### src/rtl/wb_arbiter_tag_pkg.sv
// Shared types and sizing helpers for the tagged Wishbone N-to-1 round-robin arbiter.
package wb_arbiter_tag_pkg;

  typedef enum logic [1:0] {
    StIdle  = 2'd0,
    StBusy  = 2'd1,
    StAbort = 2'd2
  } arb_state_e;

  // A single requester still needs a 1-bit index so the port lists stay legal.
  function automatic int unsigned idx_width(input int unsigned n);
    return (n > 1) ? $clog2(n) : 1;
  endfunction

  // TIMEOUT of 0 disables the watchdog; keep a 1-bit counter so declarations stay legal.
  function automatic int unsigned wdog_width(input int unsigned timeout);
    return (timeout > 0) ? $clog2(timeout + 1) : 1;
  endfunction

endpackage

### src/rtl/wb_arbiter_tag_nx1_rr_core.sv
// Combinational rotate-priority selector: picks the first requester after 'last' (mod N).
module wb_arbiter_tag_nx1_rr_core
  import wb_arbiter_tag_pkg::*;
#(
  parameter int unsigned N_INITIATORS = 2,
  localparam int unsigned IdxW = idx_width(N_INITIATORS)
) (
  input  logic [N_INITIATORS-1:0] req,
  input  logic [IdxW-1:0]         last,
  output logic [IdxW-1:0]         gnt,
  output logic                    valid
);

  always_comb begin
    logic [IdxW-1:0] idx;
    gnt   = '0;
    valid = 1'b0;
    idx   = '0;
    // Offsets 1..N visit last+1 first and last itself only at the very end.
    for (int unsigned i = 1; i <= N_INITIATORS; i++) begin
      idx = IdxW'((32'(last) + i) % N_INITIATORS);
      if (!valid && req[idx]) begin
        valid = 1'b1;
        gnt   = idx;
      end
    end
  end

endmodule

### src/rtl/wb_arbiter_tag_nx1.sv
// Round-robin arbiter sharing one tagged Wishbone initiator port among N requesters,
// holding the grant for a whole bus cycle and aborting stalled beats via a watchdog.
module wb_arbiter_tag_nx1
  import wb_arbiter_tag_pkg::*;
#(
  parameter int unsigned ADR_WIDTH    = 32,
  parameter int unsigned DAT_WIDTH    = 32,
  parameter int unsigned TGA_WIDTH    = 4,
  parameter int unsigned TGD_WIDTH    = 4,
  parameter int unsigned TGC_WIDTH    = 4,
  parameter int unsigned N_INITIATORS = 2,
  parameter int unsigned TIMEOUT      = 256,
  localparam int unsigned SelW        = DAT_WIDTH / 8
) (
  input  logic                              clock,
  input  logic                              reset,
  input  logic [N_INITIATORS*ADR_WIDTH-1:0] t_adr,
  input  logic [N_INITIATORS*DAT_WIDTH-1:0] t_dat_w,
  input  logic [N_INITIATORS*SelW-1:0]      t_sel,
  input  logic [N_INITIATORS-1:0]           t_we,
  input  logic [N_INITIATORS*TGA_WIDTH-1:0] t_tga,
  input  logic [N_INITIATORS*TGD_WIDTH-1:0] t_tgd_w,
  input  logic [N_INITIATORS*TGC_WIDTH-1:0] t_tgc,
  input  logic [N_INITIATORS-1:0]           t_cyc,
  input  logic [N_INITIATORS-1:0]           t_stb,
  output logic [DAT_WIDTH-1:0]              t_dat_r,
  output logic [TGD_WIDTH-1:0]              t_tgd_r,
  output logic [N_INITIATORS-1:0]           t_ack,
  output logic [N_INITIATORS-1:0]           t_err,
  output logic [ADR_WIDTH-1:0]              i_adr,
  output logic [DAT_WIDTH-1:0]              i_dat_w,
  output logic [SelW-1:0]                   i_sel,
  output logic                              i_we,
  output logic [TGA_WIDTH-1:0]              i_tga,
  output logic [TGD_WIDTH-1:0]              i_tgd_w,
  output logic [TGC_WIDTH-1:0]              i_tgc,
  output logic                              i_cyc,
  output logic                              i_stb,
  input  logic [DAT_WIDTH-1:0]              i_dat_r,
  input  logic [TGD_WIDTH-1:0]              i_tgd_r,
  input  logic                              i_ack,
  input  logic                              i_err
);

  localparam int unsigned IdxW  = idx_width(N_INITIATORS);
  localparam int unsigned WdogW = wdog_width(TIMEOUT);

  arb_state_e       state_q, state_d;
  logic [IdxW-1:0]  gnt_q, gnt_d;
  logic [IdxW-1:0]  last_q, last_d;
  logic [WdogW-1:0] wdog_q, wdog_d;

  logic [IdxW-1:0]  arb_gnt;
  logic             arb_valid;
  logic             stall;
  logic             wdog_hit;

  wb_arbiter_tag_nx1_rr_core #(
    .N_INITIATORS (N_INITIATORS)
  ) u_rr_core (
    .req   (t_cyc),
    .last  (last_q),
    .gnt   (arb_gnt),
    .valid (arb_valid)
  );

  // Data path follows the registered grant unconditionally; i_cyc qualifies it downstream.
  assign i_adr   = t_adr[gnt_q*ADR_WIDTH +: ADR_WIDTH];
  assign i_dat_w = t_dat_w[gnt_q*DAT_WIDTH +: DAT_WIDTH];
  assign i_sel   = t_sel[gnt_q*SelW +: SelW];
  assign i_we    = t_we[gnt_q];
  assign i_tga   = t_tga[gnt_q*TGA_WIDTH +: TGA_WIDTH];
  assign i_tgd_w = t_tgd_w[gnt_q*TGD_WIDTH +: TGD_WIDTH];
  assign i_tgc   = t_tgc[gnt_q*TGC_WIDTH +: TGC_WIDTH];
  assign t_dat_r = i_dat_r;
  assign t_tgd_r = i_tgd_r;

  assign stall    = i_stb & ~i_ack & ~i_err;
  assign wdog_hit = (TIMEOUT != 0) && (wdog_q == WdogW'(TIMEOUT - 1));

  always_ff @(posedge clock) begin
    if (reset) begin
      state_q <= StIdle;
      gnt_q   <= '0;
      last_q  <= IdxW'(N_INITIATORS - 1);
      wdog_q  <= '0;
    end else begin
      state_q <= state_d;
      gnt_q   <= gnt_d;
      last_q  <= last_d;
      wdog_q  <= wdog_d;
    end
  end

  always_comb begin
    state_d = state_q;
    gnt_d   = gnt_q;
    last_d  = last_q;
    wdog_d  = '0;
    case (state_q)
      StIdle: begin
        if (arb_valid) begin
          gnt_d   = arb_gnt;
          state_d = StBusy;
        end
      end
      StBusy: begin
        if (!t_cyc[gnt_q]) begin
          last_d  = gnt_q;
          state_d = StIdle;
        end else if (stall) begin
          if (wdog_hit) begin
            state_d = StAbort;
          end else begin
            wdog_d = wdog_q + WdogW'(1);
          end
        end
      end
      StAbort: begin
        last_d  = gnt_q;
        state_d = StIdle;
      end
      default: state_d = StIdle;
    endcase
  end

  // Reset gates the bus-facing strobes combinationally so a mid-cycle reset drops i_cyc at once.
  always_comb begin
    i_cyc = 1'b0;
    i_stb = 1'b0;
    t_ack = '0;
    t_err = '0;
    if (!reset) begin
      case (state_q)
        StBusy: begin
          i_cyc        = t_cyc[gnt_q];
          i_stb        = t_stb[gnt_q];
          t_ack[gnt_q] = i_ack;
          t_err[gnt_q] = i_err;
        end
        StAbort: t_err[gnt_q] = 1'b1;
        default: ;
      endcase
    end
  end

endmodule

### config.mk
export PLATFORM = sky130hd
export DESIGN_NAME = wb_arbiter_tag_nx1
export DESIGN_NICKNAME = d
export VERILOG_FILES = /design/src/rtl/wb_arbiter_tag_pkg.sv /design/src/rtl/wb_arbiter_tag_nx1_rr_core.sv /design/src/rtl/wb_arbiter_tag_nx1.sv
export SDC_FILE = /design/constraint.sdc
export NUM_CORES = 1
export LEC_CHECK = 0
export CORE_AREA = 2 2 127 129
export CTS_BUF_LIST = sky130_fd_sc_hd__clkbuf_4
export CTS_CLUSTER_DIAMETER = 50
export DETAILED_ROUTE_END_ITERATION = 10
export DIE_AREA = 0 0 129 131
export GPL_ROUTABILITY_DRIVEN = 1
export PLACE_DENSITY = 0.5
export SYNTH_ARGS = -nofsm -noshare
export SYNTH_HDL_FRONTEND = slang
export SYNTH_SLANG_ARGS = --single-unit
### constraint.sdc
create_clock -name clock -period 2.6 [get_ports clock]
set_input_delay 0.52 -clock clock [delete_from_list [all_inputs] [get_ports clock]]
set_output_delay 0.52 -clock clock [all_outputs]
set_load 0.005 [all_outputs]
==> results.json <==
{
  "status": "complete, no violations",
  "timing.fmax_mhz": 403,
  "async_reset_ff_share_pct": 0,
  "synth_ff_type": "dfxtp_1",
  "maxSlewHeadroom_pct": 81.4,
  "synth_warnings": 0,
  "crit_top_cell": "clkdlybuf4s50_1",
  "leakage_uw": 0.00160,
  "detail_route.wl_per_cell_um": 14.2,
  "internal_power_uw": 876,
  "synth_compound_area_share_pct": 2.68,
  "hpwl_mm": 7.90,
  "hold_class": "reg2reg",
  "portBuffers": 256,
  "synth_xor_xnor_area_share_pct": 2.74,
  "crit_chain": "clkdlybuf4s50_1 > mux2_1 > and3_1 > clkdlybuf4s50_1",
  "rsz0062_at_grt": "no",
  "synth_most_common_cell": "mux2_2",
  "placed_area_mm2": 0.00449,
  "clkPwrFrac_pct": 11.8,
  "drt_iter0_markers": 39,
  "ctsHoldBuffers": 0,
  "wirelength_mm": 9.08,
  "ys_ff_latch": 13,
  "ios": 329,
  "finalInstanceArea_mm2": 0.00453,
  "grt_max_degree": 40,
  "antenna_left": 0,
  "cts.sinks": 13,
  "netlist_top_cells_count": "81 x mux2_2, 36 x buf_4, 13 x dfxtp_1, 13 x nor2_1, 9 x nand2_1",
  "gr-total-overflow": 0,
  "synth_top_area_cell": "mux2_2",
  "stdcell_count": 640,
  "die_area_mm2": 0.0169,
  "grt_pass1_wl_mm": 12.2,
  "fin_crit_sh_pct": 95.5,
  "drc": 0,
  "syn_area_per_cell_um2": 9.26,
  "start_kind": "input pin",
  "grtUsageTotal_pct": 9.27,
  "clk_latency_ns": 0.28,
  "cts_buffers": 3,
  "antenna_cells": 0,
  "synthCells": 207,
  "synth_mux_area_share_pct": 48.7,
  "synth_top_family_by_area": "multiplexers",
  "final_layout_size_suffix_gt1_share_pct": 22.2,
  "power.switching_uw": 309,
  "gp_congestion": 0.872,
  "worst-endpoint-required_ns": 2.08,
  "die_w_um": 129,
  "ys_types": 29,
  "core_mm2": 0.0156,
  "maxSlewViolCount": 0,
  "finalSetupTns_ns": 0,
  "clockBufferDepth": 2,
  "post_synth_fa_ha_maj_area_fraction_pct": 3.26,
  "seq_power_share_pct": 18.8,
  "synth-edff-count": 0,
  "arrival_ns": 1.96,
  "num_rows": 46,
  "start_util_pct": 12.3,
  "synth-simple-area-share_pct": 11.2,
  "synth_nets": 418,
  "seq_area_frac_synth_pct": 13.6,
  "powerDensity_mw_per_mm2": 262,
  "irDropWorstVdd_mv": 0.159,
  "path_buf_inv": 2,
  "setup_viol": 0,
  "vias": 2308,
  "dp.cells": 636,
  "critPathSlowestCell": "clkdlybuf4s50_1",
  "swShare_pct": 26.1,
  "total_power_uw": 1190,
  "synth_area_mm2": 0.00192,
  "crit_family": "buffers and inverters",
  "area_growth_pct": 136,
  "max_cap_violations": 0,
  "drtPass1Iterations": 3,
  "fp.dieH_um": 131,
  "cts_tree": "yes",
  "max_stage_delay_ns": 0.45,
  "layout.nets": 636,
  "tightest_slew_ns": 0.271,
  "fin_crit_ns": 2.48,
  "synthTopCellsByArea": "mux2_2 48%, buf_4 14%, dfxtp_1 14%",
  "power_frac_comb_pct": 69.5,
  "critPathMaxFanout": 3,
  "htree_levels": 1,
  "worstSetupEndpointType": "output pin",
  "hold_viol_final": 0,
  "root_buffer": "clkbuf_4",
  "netlist.area_leader.share_pct": 47.6,
  "crit_type": "in2out",
  "grt_pass1_vias": 2189,
  "vias_per_cell": 3.61,
  "clock-skew-final_ns": 0.00502,
  "clkTransAtPathRegs_ns": 0.08,
  "antenna_found_initial": 0,
  "fill_cells": 1631
}
[flip-flops by register name, indices dropped and copies added, names as in the netlist]
register	flops
state_q	2
last_q	1
wdog_q	9
gnt_q	1
[per-layer routing]
metal | part of all wire, % | wire length (um) | vias to the layer above | GRT usage [%]
met3 | 7.0 | 634 | 6 | 2.52
met4 | 0.20 | 18 | 0 | 1.21
li1 | - | - | 1129 | -
met2 | 53 | 4770 | 99 | 16.2
met1 | 40 | 3660 | 1074 | 11.8
met5 | 0 | 0 | - | 0
[timing repair]
| item | in CTS | in global routing |
|---|---|---|
| gates resized for setup | 0 | 2 |
| buffers inserted | 0 | 0 |
| setup endpoints to repair | 0 | 1 |
[final cells by class]
| type | count | area (um^2) | area share (%) |
|---|---|---|---|
| clock buffers | 4 | 30.0 | 0.663 |
| inverters | 6 | 22.5 | 0.497 |
| multi-input cells | 141 | 1320 | 29.2 |
| flip-flops and latches | 13 | 264 | 5.83 |
| well taps | 216 | 270 | 5.97 |
| repair buffers | 260 | 2620 | 57.8 |
[cells in the final DEF, fill, tap and decap left out, drive strengths merged, types with 2 or more instances in the layout]
master / netlist / layout
nand2: 9 / 9
nor4b: 3 / 3
mux2: 82 / 82
clkbuf: 1 / 4
nor2: 13 / 13
clkdlybuf4s50: 0 / 256
a21oi: 3 / 3
nand3: 4 / 4
xnor2: 3 / 3
ha: 5 / 5
dfxtp: 13 / 13
nand4: 2 / 2
inv: 6 / 6
xor2: 3 / 3
buf: 46 / 4
o21ai: 2 / 2
and3: 3 / 3
[cell families after synthesis]
family          Yosys count
flops                    13
compound gates            8
xor+xnor                  6
buf+inv                  53
simple gates             39
mux                      83
fa+ha+maj                 5
[stage by stage]
stage / util (%) / worst slack [ns] / hold slack (ns)
floorplan: - / 0.855 / 0.418
global route: 29.0 / 0.0419 / 0.528
detailed placement: 28.8 / 0.0972 / 0.445
finish: 29.0 / 0.118 / 0.476
CTS: 29.0 / 0.0817 / 0.458
global placement: 28.8 / 0.110 / 0.427
[power groups by stage]
stage,Sequential [uW],Combinational (uW),Clock (uW)
final,223,823,140
after CTS,223,835,149
after global routing,225,878,157
after floorplan,214,319,0
after global placement,227,826,0
after detailed placement,228,829,0
[worst paths after layout]
kind,start,endpoint,slack (ns),depth (start not counted)
worst min-delay path,wdog_q[0],wdog_q[0],0.48,1
worst max-delay path,t_stb[1],i_stb,0.12,4
worst max register to register,wdog_q[0],wdog_q[0],0.77,6
worst min register to register,wdog_q[0],wdog_q[0],0.48,1
No activity file was read; power rests on OpenSTA's default activity.
